### src/rtl/nv_nvdla_mcif_rd_wrr_arb_if.sv
//----------------------------------------------------------------------------
// Module  : nv_nvdla_mcif_rd_wrr_arb_if
// Brief   : Client request and downstream request bundle for the MCIF read arbiter.
// Revision: 1.0 - initial release
//----------------------------------------------------------------------------
`default_nettype none

interface nv_nvdla_mcif_rd_wrr_arb_if #(
    parameter int NUM_CLIENTS = 4,
    parameter int PLD_W       = 79
);
    logic [NUM_CLIENTS-1:0]       cli_req_valid;
    logic [NUM_CLIENTS-1:0]       cli_req_ready;
    logic [NUM_CLIENTS*PLD_W-1:0] cli_req_pd;
    logic                         arb_req_valid;
    logic                         arb_req_ready;
    logic [PLD_W-1:0]             arb_req_pd;
    logic [2:0]                   arb_req_id;

    // Arbiter side
    modport master (
        input  cli_req_valid,
        input  cli_req_pd,
        input  arb_req_ready,
        output cli_req_ready,
        output arb_req_valid,
        output arb_req_pd,
        output arb_req_id
    );

    // Client / downstream side
    modport slave (
        output cli_req_valid,
        output cli_req_pd,
        output arb_req_ready,
        input  cli_req_ready,
        input  arb_req_valid,
        input  arb_req_pd,
        input  arb_req_id
    );
endinterface

`default_nettype wire

### src/rtl/nv_nvdla_mcif_rd_wrr_arb.sv
//----------------------------------------------------------------------------
// Module  : nv_nvdla_mcif_rd_wrr_arb
// Brief   : Weighted round-robin MCIF read-request arbiter with outstanding cap.
//           Optional macro NVDLA_MCIF_RD_ARB_PERF_EN adds perf_stall_cnt.
// Revision: 1.0 - initial release
//----------------------------------------------------------------------------
`default_nettype none

module nv_nvdla_mcif_rd_wrr_arb #(
    parameter int NUM_CLIENTS = 4,
    parameter int PLD_W       = 79
) (
    input  logic                     nvdla_core_clk,
    input  logic                     nvdla_core_rstn,
    nv_nvdla_mcif_rd_wrr_arb_if.master bus,
    input  logic [NUM_CLIENTS*8-1:0] cli_weight,
    input  logic [7:0]               rd_os_cnt,
    input  logic                     rd_rsp_done,
    output logic [8:0]               os_cnt_cur,
    output logic                     os_err
`ifdef NVDLA_MCIF_RD_ARB_PERF_EN
    ,
    output logic [31:0]              perf_stall_cnt
`endif
);

    localparam logic [8:0] c_os_max = 9'd256;

    logic [7:0]             r_credit [NUM_CLIENTS];
    logic [2:0]             r_rr;
    logic [NUM_CLIENTS-1:0] w_elig;
    logic [NUM_CLIENTS-1:0] w_elig_rot;
    logic                   w_any_valid;
    logic                   w_slot_free;
    logic                   w_os_ok;
    logic                   w_reload;
    logic                   w_pick_vld;
    logic                   w_grant;
    logic [2:0]             w_gnt_idx;
    logic [7:0]             w_gnt_credit;
    logic [PLD_W-1:0]       w_gnt_pd;

    function automatic logic [2:0] wrap_add(input logic [2:0] base, input int off);
        int sum;
        sum = int'(base) + off;
        if (sum >= NUM_CLIENTS) begin
            sum = sum - NUM_CLIENTS;
        end
        return sum[2:0];
    endfunction

    generate
        for (genvar i = 0; i < NUM_CLIENTS; i++) begin : g_elig
            assign w_elig[i] = bus.cli_req_valid[i] && (r_credit[i] != 8'd0);
        end
    endgenerate

    assign w_any_valid = |bus.cli_req_valid;
    assign w_slot_free = !bus.arb_req_valid || bus.arb_req_ready;
    assign w_os_ok     = os_cnt_cur < {1'b0, rd_os_cnt};
    assign w_reload    = w_slot_free && w_any_valid && !(|w_elig);
    assign w_grant     = w_slot_free && w_os_ok && w_pick_vld;

    // Rotate so bit 0 is the client under the rr pointer; lowest set bit wins.
    assign w_elig_rot = NUM_CLIENTS'({w_elig, w_elig} >> r_rr);

    always_comb begin
        w_pick_vld = 1'b0;
        w_gnt_idx  = 3'd0;
        for (int k = NUM_CLIENTS - 1; k >= 0; k--) begin
            if (w_elig_rot[k]) begin
                w_pick_vld = 1'b1;
                w_gnt_idx  = wrap_add(r_rr, k);
            end
        end
    end

    always_comb begin
        w_gnt_pd          = '0;
        w_gnt_credit      = 8'd0;
        bus.cli_req_ready = '0;
        for (int i = 0; i < NUM_CLIENTS; i++) begin
            if (w_gnt_idx == 3'(i)) begin
                w_gnt_pd             = bus.cli_req_pd[i*PLD_W +: PLD_W];
                w_gnt_credit         = r_credit[i];
                bus.cli_req_ready[i] = w_grant;
            end
        end
    end

    // Weights are only looked at on reload, so CSB updates land on the next round.
    generate
        for (genvar i = 0; i < NUM_CLIENTS; i++) begin : g_credit
            always_ff @(posedge nvdla_core_clk) begin
                if (!nvdla_core_rstn) begin
                    r_credit[i] <= 8'd0;
                end else if (w_reload) begin
                    r_credit[i] <= (cli_weight[i*8 +: 8] == 8'd0) ? 8'd1 : cli_weight[i*8 +: 8];
                end else if (w_grant && (w_gnt_idx == 3'(i))) begin
                    r_credit[i] <= r_credit[i] - 8'd1;
                end
            end
        end
    endgenerate

    always_ff @(posedge nvdla_core_clk) begin
        if (!nvdla_core_rstn) begin
            r_rr <= 3'd0;
        end else if (w_grant) begin
            // Stay on the winner while it still holds credit after this grant.
            r_rr <= (w_gnt_credit > 8'd1) ? w_gnt_idx : wrap_add(w_gnt_idx, 1);
        end
    end

    always_ff @(posedge nvdla_core_clk) begin
        if (!nvdla_core_rstn) begin
            bus.arb_req_valid <= 1'b0;
            bus.arb_req_pd    <= '0;
            bus.arb_req_id    <= 3'd0;
        end else if (w_slot_free) begin
            bus.arb_req_valid <= w_grant;
            if (w_grant) begin
                bus.arb_req_pd <= w_gnt_pd;
                bus.arb_req_id <= w_gnt_idx;
            end
        end
    end

    always_ff @(posedge nvdla_core_clk) begin
        if (!nvdla_core_rstn) begin
            os_cnt_cur <= 9'd0;
            os_err     <= 1'b0;
        end else if (w_grant && !rd_rsp_done) begin
            if (os_cnt_cur != c_os_max) begin
                os_cnt_cur <= os_cnt_cur + 9'd1;
            end
        end else if (!w_grant && rd_rsp_done) begin
            if (os_cnt_cur == 9'd0) begin
                os_err <= 1'b1;
            end else begin
                os_cnt_cur <= os_cnt_cur - 9'd1;
            end
        end
    end

`ifdef NVDLA_MCIF_RD_ARB_PERF_EN
    always_ff @(posedge nvdla_core_clk) begin
        if (!nvdla_core_rstn) begin
            perf_stall_cnt <= 32'd0;
        end else if (w_any_valid && !w_os_ok && (perf_stall_cnt != 32'hFFFF_FFFF)) begin
            perf_stall_cnt <= perf_stall_cnt + 32'd1;
        end
    end
`endif

endmodule

`default_nettype wire
### src/flat_wrapper.sv
// flat-port wrapper written by rule: the top's interface ports become plain ports
module nv_nvdla_mcif_rd_wrr_arb_flat 
#(
    parameter int NUM_CLIENTS = 4,
    parameter int PLD_W       = 79
)
  (nvdla_core_clk, nvdla_core_rstn, cli_weight, rd_os_cnt, rd_rsp_done, os_cnt_cur, os_err, bus_cli_req_valid, bus_cli_req_pd, bus_arb_req_ready, bus_cli_req_ready, bus_arb_req_valid, bus_arb_req_pd, bus_arb_req_id);
  nv_nvdla_mcif_rd_wrr_arb_if #(.NUM_CLIENTS(NUM_CLIENTS), .PLD_W(PLD_W)) bus_i ();
  input  logic nvdla_core_clk;
  input  logic nvdla_core_rstn;
  input  logic [NUM_CLIENTS*8-1:0] cli_weight;
  input  logic [7:0] rd_os_cnt;
  input  logic rd_rsp_done;
  output logic [8:0] os_cnt_cur;
  output logic os_err;
  input wire logic [$bits(bus_i.cli_req_valid)-1:0] bus_cli_req_valid;
  input wire logic [$bits(bus_i.cli_req_pd)-1:0] bus_cli_req_pd;
  input wire logic [$bits(bus_i.arb_req_ready)-1:0] bus_arb_req_ready;
  output wire logic [$bits(bus_i.cli_req_ready)-1:0] bus_cli_req_ready;
  output wire logic [$bits(bus_i.arb_req_valid)-1:0] bus_arb_req_valid;
  output wire logic [$bits(bus_i.arb_req_pd)-1:0] bus_arb_req_pd;
  output wire logic [$bits(bus_i.arb_req_id)-1:0] bus_arb_req_id;
  assign bus_i.cli_req_valid = bus_cli_req_valid;
  assign bus_i.cli_req_pd = bus_cli_req_pd;
  assign bus_i.arb_req_ready = bus_arb_req_ready;
  assign bus_cli_req_ready = bus_i.cli_req_ready;
  assign bus_arb_req_valid = bus_i.arb_req_valid;
  assign bus_arb_req_pd = bus_i.arb_req_pd;
  assign bus_arb_req_id = bus_i.arb_req_id;
  nv_nvdla_mcif_rd_wrr_arb #(.NUM_CLIENTS(NUM_CLIENTS), .PLD_W(PLD_W)) u_core (.nvdla_core_clk(nvdla_core_clk), .nvdla_core_rstn(nvdla_core_rstn), .bus(bus_i), .cli_weight(cli_weight), .rd_os_cnt(rd_os_cnt), .rd_rsp_done(rd_rsp_done), .os_cnt_cur(os_cnt_cur), .os_err(os_err));
endmodule
### config.mk
export PLATFORM = sky130hd
export DESIGN_NAME = nv_nvdla_mcif_rd_wrr_arb_flat
export DESIGN_NICKNAME = d
export VERILOG_FILES = /design/src/rtl/nv_nvdla_mcif_rd_wrr_arb_if.sv /design/src/rtl/nv_nvdla_mcif_rd_wrr_arb.sv /design/src/flat_wrapper.sv
export SDC_FILE = /design/constraint.sdc
export NUM_CORES = 1
export LEC_CHECK = 0
export ABC_CLOCK_PERIOD_IN_PS = 4900
export BUFFER_PORTS_ARGS = -buffer_cell sky130_fd_sc_hd__buf_4
export CAP_MARGIN = 20
export CORE_AREA = 2 2 179 181
export DETAILED_ROUTE_END_ITERATION = 16
export DIE_AREA = 0 0 181 183
export PLACE_DENSITY = 0.64
export SLEW_MARGIN = 20
export SYNTH_ARGS = -nofsm -noshare
export SYNTH_HDL_FRONTEND = slang
export SYNTH_SLANG_ARGS = --single-unit
### constraint.sdc
create_clock -name nvdla_core_clk -period 4.9 [get_ports nvdla_core_clk]
set_input_delay 0.98 -clock nvdla_core_clk [delete_from_list [all_inputs] [get_ports nvdla_core_clk]]
set_output_delay 0.98 -clock nvdla_core_clk [all_outputs]
set_load 0.005 [all_outputs]
# Yosys cells after proc, flatten, opt, wreduce, memory -nomap -nowiden
# Memories as Yosys holds them, arrays and structs flattened.
# Index checks and enable logic that the tools add are counted.
# word_totals
regBits,96
mem_bits_rw,32
out_inout_bits,97
n_memories,1
# classes
n_addsub,15
n_lt_le_gt_ge,7
eq_ne,6
shifts,1
n_mux,62
bitwise,9
reduce_logical,35
# mem_list
name,depth,word_bits,rd,rd_ports_with_merged_regs,wr,line_no,source
u_core.r_credit,4,8,4,0,4,nv_nvdla_mcif_rd_wrr_arb.sv:29,logic [7:0] r_credit [NUM_CLIENTS];
# op_table
operator,count
79-bit 2-to-1 mux,4
8-bit 2-to-1 mux,16
9-bit 2-to-1 mux,4
8-bit zero test,4
8-bit nonzero test,4
8-bit by 1-bit subtractor with 8-bit output (second input constant),4
3-bit 2-to-1 mux,10
1-bit 2-to-1 mux,28
4-bit by 3-bit >= comparator with 1-bit output (second input constant),4
3-bit subtractor (second input constant),5
1-bit logical AND,14
9-bit by 1-bit adder with 9-bit output (second input constant),1
9-bit zero test,1
9-bit by 8-bit < comparator with 1-bit output,1
9-bit inequality test (second input constant),1
9-bit by 1-bit subtractor with 9-bit output (second input constant),1
3-bit by 1-bit adder with 4-bit output (second input constant),2
3-bit by 2-bit adder with 4-bit output (second input constant),2
8-bit by 1-bit greater-than comparator with 1-bit output (second input constant),1
1-bit OR,8
4-bit OR reduction,2
8-bit by 3-bit >> shifter with 4-bit output,1
3-bit by 2-bit == test with 1-bit output (second input constant),2
3-bit AND reduction,2
other kinds (10),13

# Logic depth before layout (Yosys ltp)
# An unclocked memory read counts as a cell.
# depth
word_depth,15
depth_mapped,22
depth_no_buf,18

# Worst setup path after synthesis
# OpenSTA, ideal clock, no wires.
# synth_path
kind,input to register
from,input port rd_os_cnt[2]
to,register u_core.os_cnt_cur[6]
arrival_time_ns,4.287
t_required_ns,4.809
path_slack_ns,0.522
cell_stages,17
path_buffers,2
path_cell_list,inv_1 > ha_1 > a21oi_1 > o21ai_0 > a31oi_1 > o21ai_1 > a21oi_2 > buf_6 > clkbuf_1 > nand2b_1 > fa_1 > a21o_1 > a21oi_1 > o211ai_1 > xnor2_1 > or3_1 > a311oi_1
# synth_between
elab_chain_len,7
elab_cells_between_ends,11
cone_classes,1 x order compare; 2 x eq/ne; 1 x mux; 7 x reduce/logical
# synth_lines
element,line_no,source
from (decl),flat_wrapper.sv:12,input logic [7:0] rd_os_cnt;
9-bit by 8-bit < comparator with 1-bit output *,nv_nvdla_mcif_rd_wrr_arb.sv:60,"assign w_os_ok = os_cnt_cur < {1'b0, rd_os_cnt};"
1-bit logical AND * (2 in series),nv_nvdla_mcif_rd_wrr_arb.sv:62,assign w_grant = w_slot_free && w_os_ok && w_pick_vld;
1-bit zero test,nv_nvdla_mcif_rd_wrr_arb.sv:137,end else if (!w_grant && rd_rsp_done) begin
1-bit logical AND,nv_nvdla_mcif_rd_wrr_arb.sv:137,
2-bit nonzero test (no line),--,
3-bit AND reduction (no line),--,
to (signal assigned),nv_nvdla_mcif_rd_wrr_arb.sv:135,os_cnt_cur <= os_cnt_cur + 9'd1;
to (signal assigned),nv_nvdla_mcif_rd_wrr_arb.sv:141,os_cnt_cur <= os_cnt_cur - 9'd1;
to (decl),nv_nvdla_mcif_rd_wrr_arb.sv:19,"output logic [8:0] os_cnt_cur,"
# Mark *: on every way between the ends. The rest lies on a longest branch, timed or not.
# A chain may end at the register's enable or synchronous reset.

==> summary.md <==
| Metric | Value |
|---|---|
| Synth Area per Inst | `~7.4 µm²` |
| Clock share of power | `roughly 14%` |
| Synth area leaders | `dfxtp_1, edfxtp_1, nor2_1` |
| Final min period | `around 4.7 ns` |
| Sequential cell area | `about 2900 µm²` |
| Setup ws final | `between 0.2 and 0.25 ns` |
| DR vias | `approximately 10000` |
| Final Cycle Share | `a little over nine tenths` |
| Row cnt | `65` |
| Fillers | `between 3000 and 4000` |
| Peak Freq | `0.215 GHz` |
| Via-to-Cell Ratio | `5.22` |
| Antenna violations before repair | `10` |
| RSZ-0062 raised after global routing | `false` |
| Biggest area consumer among synthesized cells | `dfxtp_1` |
| DRC Markers | `0` |
| Pin count of the biggest net entering global routing | `about 110` |
| Syn. warnings | `0` |
| CTS tree | `yes` |
| FFs w/ async S/R, synth | `0%` |
| CTS Buf Count | `17` |
| Critical Path Start Type | `flop` |
| Area grow syn2layout | `50.8%` |
| Reg2Reg Setup Slack | `approximately 0.67 ns` |
| Slew headroom | `between 40% and 50%` |
| Share of layout cells above drive strength 1 | `34.0%` |
| Post-DRT Antenna Nets | `0` |
| First-pass DRT Iterations | `5` |
| Psw | `4.36 mW` |
| First-pass GRT wire length | `approximately 59000 µm` |
| Part of the power in registers | `20.6%` |
| Critical Path Sink Type | `primary output` |
| Comb pwr share | `65.8%` |
| Sw frac | `between 40% and 50%` |
| Die width | `roughly 180 µm` |
| Wire per inst | `~20 µm` |
| Cells after synthesis | `~1200` |
| Max IR drop VDD | `around 0.42 mV` |
| Arrival @ worst endpoint | `3.67 ns` |
| Post-synth top cells | `nor2_1, a21oi_1, dfxtp_1, nor3_1, a211oi_1` |
| Hold Crit Class | `reg -> reg` |
| Clock skew | `~0.022 ns` |
| WP data required | `between 3 and 4 ns` |
| Library cells used by synthesis | `64` |
| Worst-Margin Slew | `0.780 ns` |
| Clock root cell | `clkbuf_16` |
| Clock Path Buffers | `2` |
| # H-tree levels | `4` |
| Max FO, Critical Path | `5` |
| Top FF cell, synth | `dfxtp_1` |
| IO buf count | `460` |
| Clock-pin transition on the worst setup and hold timing paths | `approximately 0.070 ns` |
| Post-synth EDFFs | `32` |
| Post-DP HPWL | `30100 µm` |
| Pleak | `a little under 6 nW` |
| Overall die area | `around 33000 µm²` |
| Final setup fails | `0` |
| Die H | `between 150 and 200 µm` |
| Number of global-route vias before repair | `9852` |
| Hold Vio Cnt, Final | `0` |
| Sum Neg Setup Slack | `0 ns` |
| Multi-input gate area | `between 5000 and 6000 µm²` |
| Max-capacitance violation count | `0` |
| Post-Syn Area | `8660 µm²` |
| Sequential share of the synthesized area | `roughly a third` |
| Starting Density | `roughly 28%` |
| Final GP Congestion | `0.923` |
| Yosys top cell area share | `between 20% and 30%` |
| Power per cell area | `680 nW/µm²` |
| Most common cell in the synthesized netlist | `nor2_1` |
| Clk Latency, worst-skew pair | `between 0.4 and 0.5 ns` |
| Synth Register Bits | `between 100 and 150` |
| Sink Count | `between 100 and 150` |
| Total grt overflow | `0` |
| Status | `finished, final reports clean` |
| Syn Nets | `1563` |
| Detailed Route Iter0 Violations | `721` |
| Setup Slack @ Placement | `0.297 ns` |
| Core area | `between 30000 and 40000 µm²` |
| Post-Layout Cell Count | `1991` |
| Cell Count Post-Placement | `~2000` |
| I/O pins | `approximately 460` |
| GRT Total Usage | `between 20% and 30%` |
| Net count, final | `a little under 2000` |
| Overall routed net length | `39700 µm` |
| Max-slew violations | `0` |
| Crit Path Category | `reg -> out` |
| Total internal power | `4.52 mW` |
## sequential cells by signal (all words and copies together), names as in the netlist
register / flops
u_core.r_credit: 32
u_core.os_cnt_cur: 9
u_core.bus.arb_req_valid: 1
u_core.bus.arb_req_pd: 79
u_core.os_err: 1
u_core.r_rr: 3
u_core.bus.arb_req_id: 3
## what timing repair did
action	CTS	global route
hold endpoints to repair	0	0
hold buffers	0	0
gates resized for setup	1	8
setup endpoints to repair	1	2
pin swaps	0	2
buffers inserted	0	2
## critical path, stage by stage (launching register included)
cell	delay, ns
edfxtp_1	0.38
inv_1	0.11
ha_1	0.18
or3b_2	0.55
o21ai_2	0.22
nand3_1	0.13
a2111o_1	0.39
a31oi_2	0.22
o22ai_2	0.15
inv_2	0.12
ha_1	0.21
ha_4	0.20
inv_1	0.10
nor2_2	0.17
buf_4	0.13
## routing by layer
layer	share of wire, %	global-route usage (%)	vias to the layer above
li1	-	-	5101
met1	41	28.9	4828
met2	49	38.2	405
met3	8.1	6.49	55
met4	2.4	8.94	2
met5	0.040	0	-
## path summary, 6_finish.rpt
check,depth (start not counted),to,from
max,14,bus_cli_req_ready[3],u_core.r_credit[0][0]
max reg2reg,18,u_core.bus.arb_req_pd[39],u_core.r_credit[0][0]
min reg2reg,2,u_core.os_err,u_core.os_err
min,2,u_core.os_err,u_core.os_err
## power by group through the flow
stage | clock network, mW | logic (mW) | registers (mW)
final | 1.21 | 5.84 | 1.83
after global routing | 1.28 | 6.53 | 1.88
after CTS | 1.24 | 5.84 | 1.82
after detailed placement | 0 | 5.81 | 1.84
after global placement | 0 | 5.71 | 1.83
after floorplan | 0 | 3.90 | 1.77
## area by class of cell
cell class / instances / share of cell area (%)
multi-input cells: 916 / 41.1
repair buffers: 479 / 28.0
flip-flops and latches: 128 / 22.1
well taps: 402 / 3.85
clock buffers: 17 / 3.26
clock inverters: 15 / 0.833
inverters: 24 / 0.709
diodes: 10 / 0.192
## placed cells by master (no fill, tap or decap), drive strengths merged, types with 17 or more instances in the layout
cell type / instances
nand3: 36
ha: 24
edfxtp: 32
buf: 479
o21ai: 18
nand2: 53
clkbuf: 17
dfxtp: 96
nor3: 90
xor2: 17
nor2: 251
inv: 30
a211oi: 88
a21oi: 123
a22oi: 79
## cell families after synthesis
family	Yosys count	synth area share, %
AOI/OAI and AO/OA	359	27.6
xor gates and xnor gates	25	2.53
adders and majority gates	25	3.70
buffers and inverters	130	5.97
DFF	128	33.3
muxes	7	0.838
other	1	0.0433
and+or+nand+nor	499	26.0
## stage by stage
step                util [%]  instance area [µm²]  total power [mW]  hold slack [ns]
floorplan                  -                 8660              5.67            0.454
global placement        39.9                12400              7.54            0.470
detailed placement      39.9                12400              7.64            0.471
CTS                     41.6                13000              8.90            0.487
global route            41.8                13100              9.69            0.513
finish                  41.8                13100              8.88            0.487
Note: power is estimated with default switching activity, not from simulation.
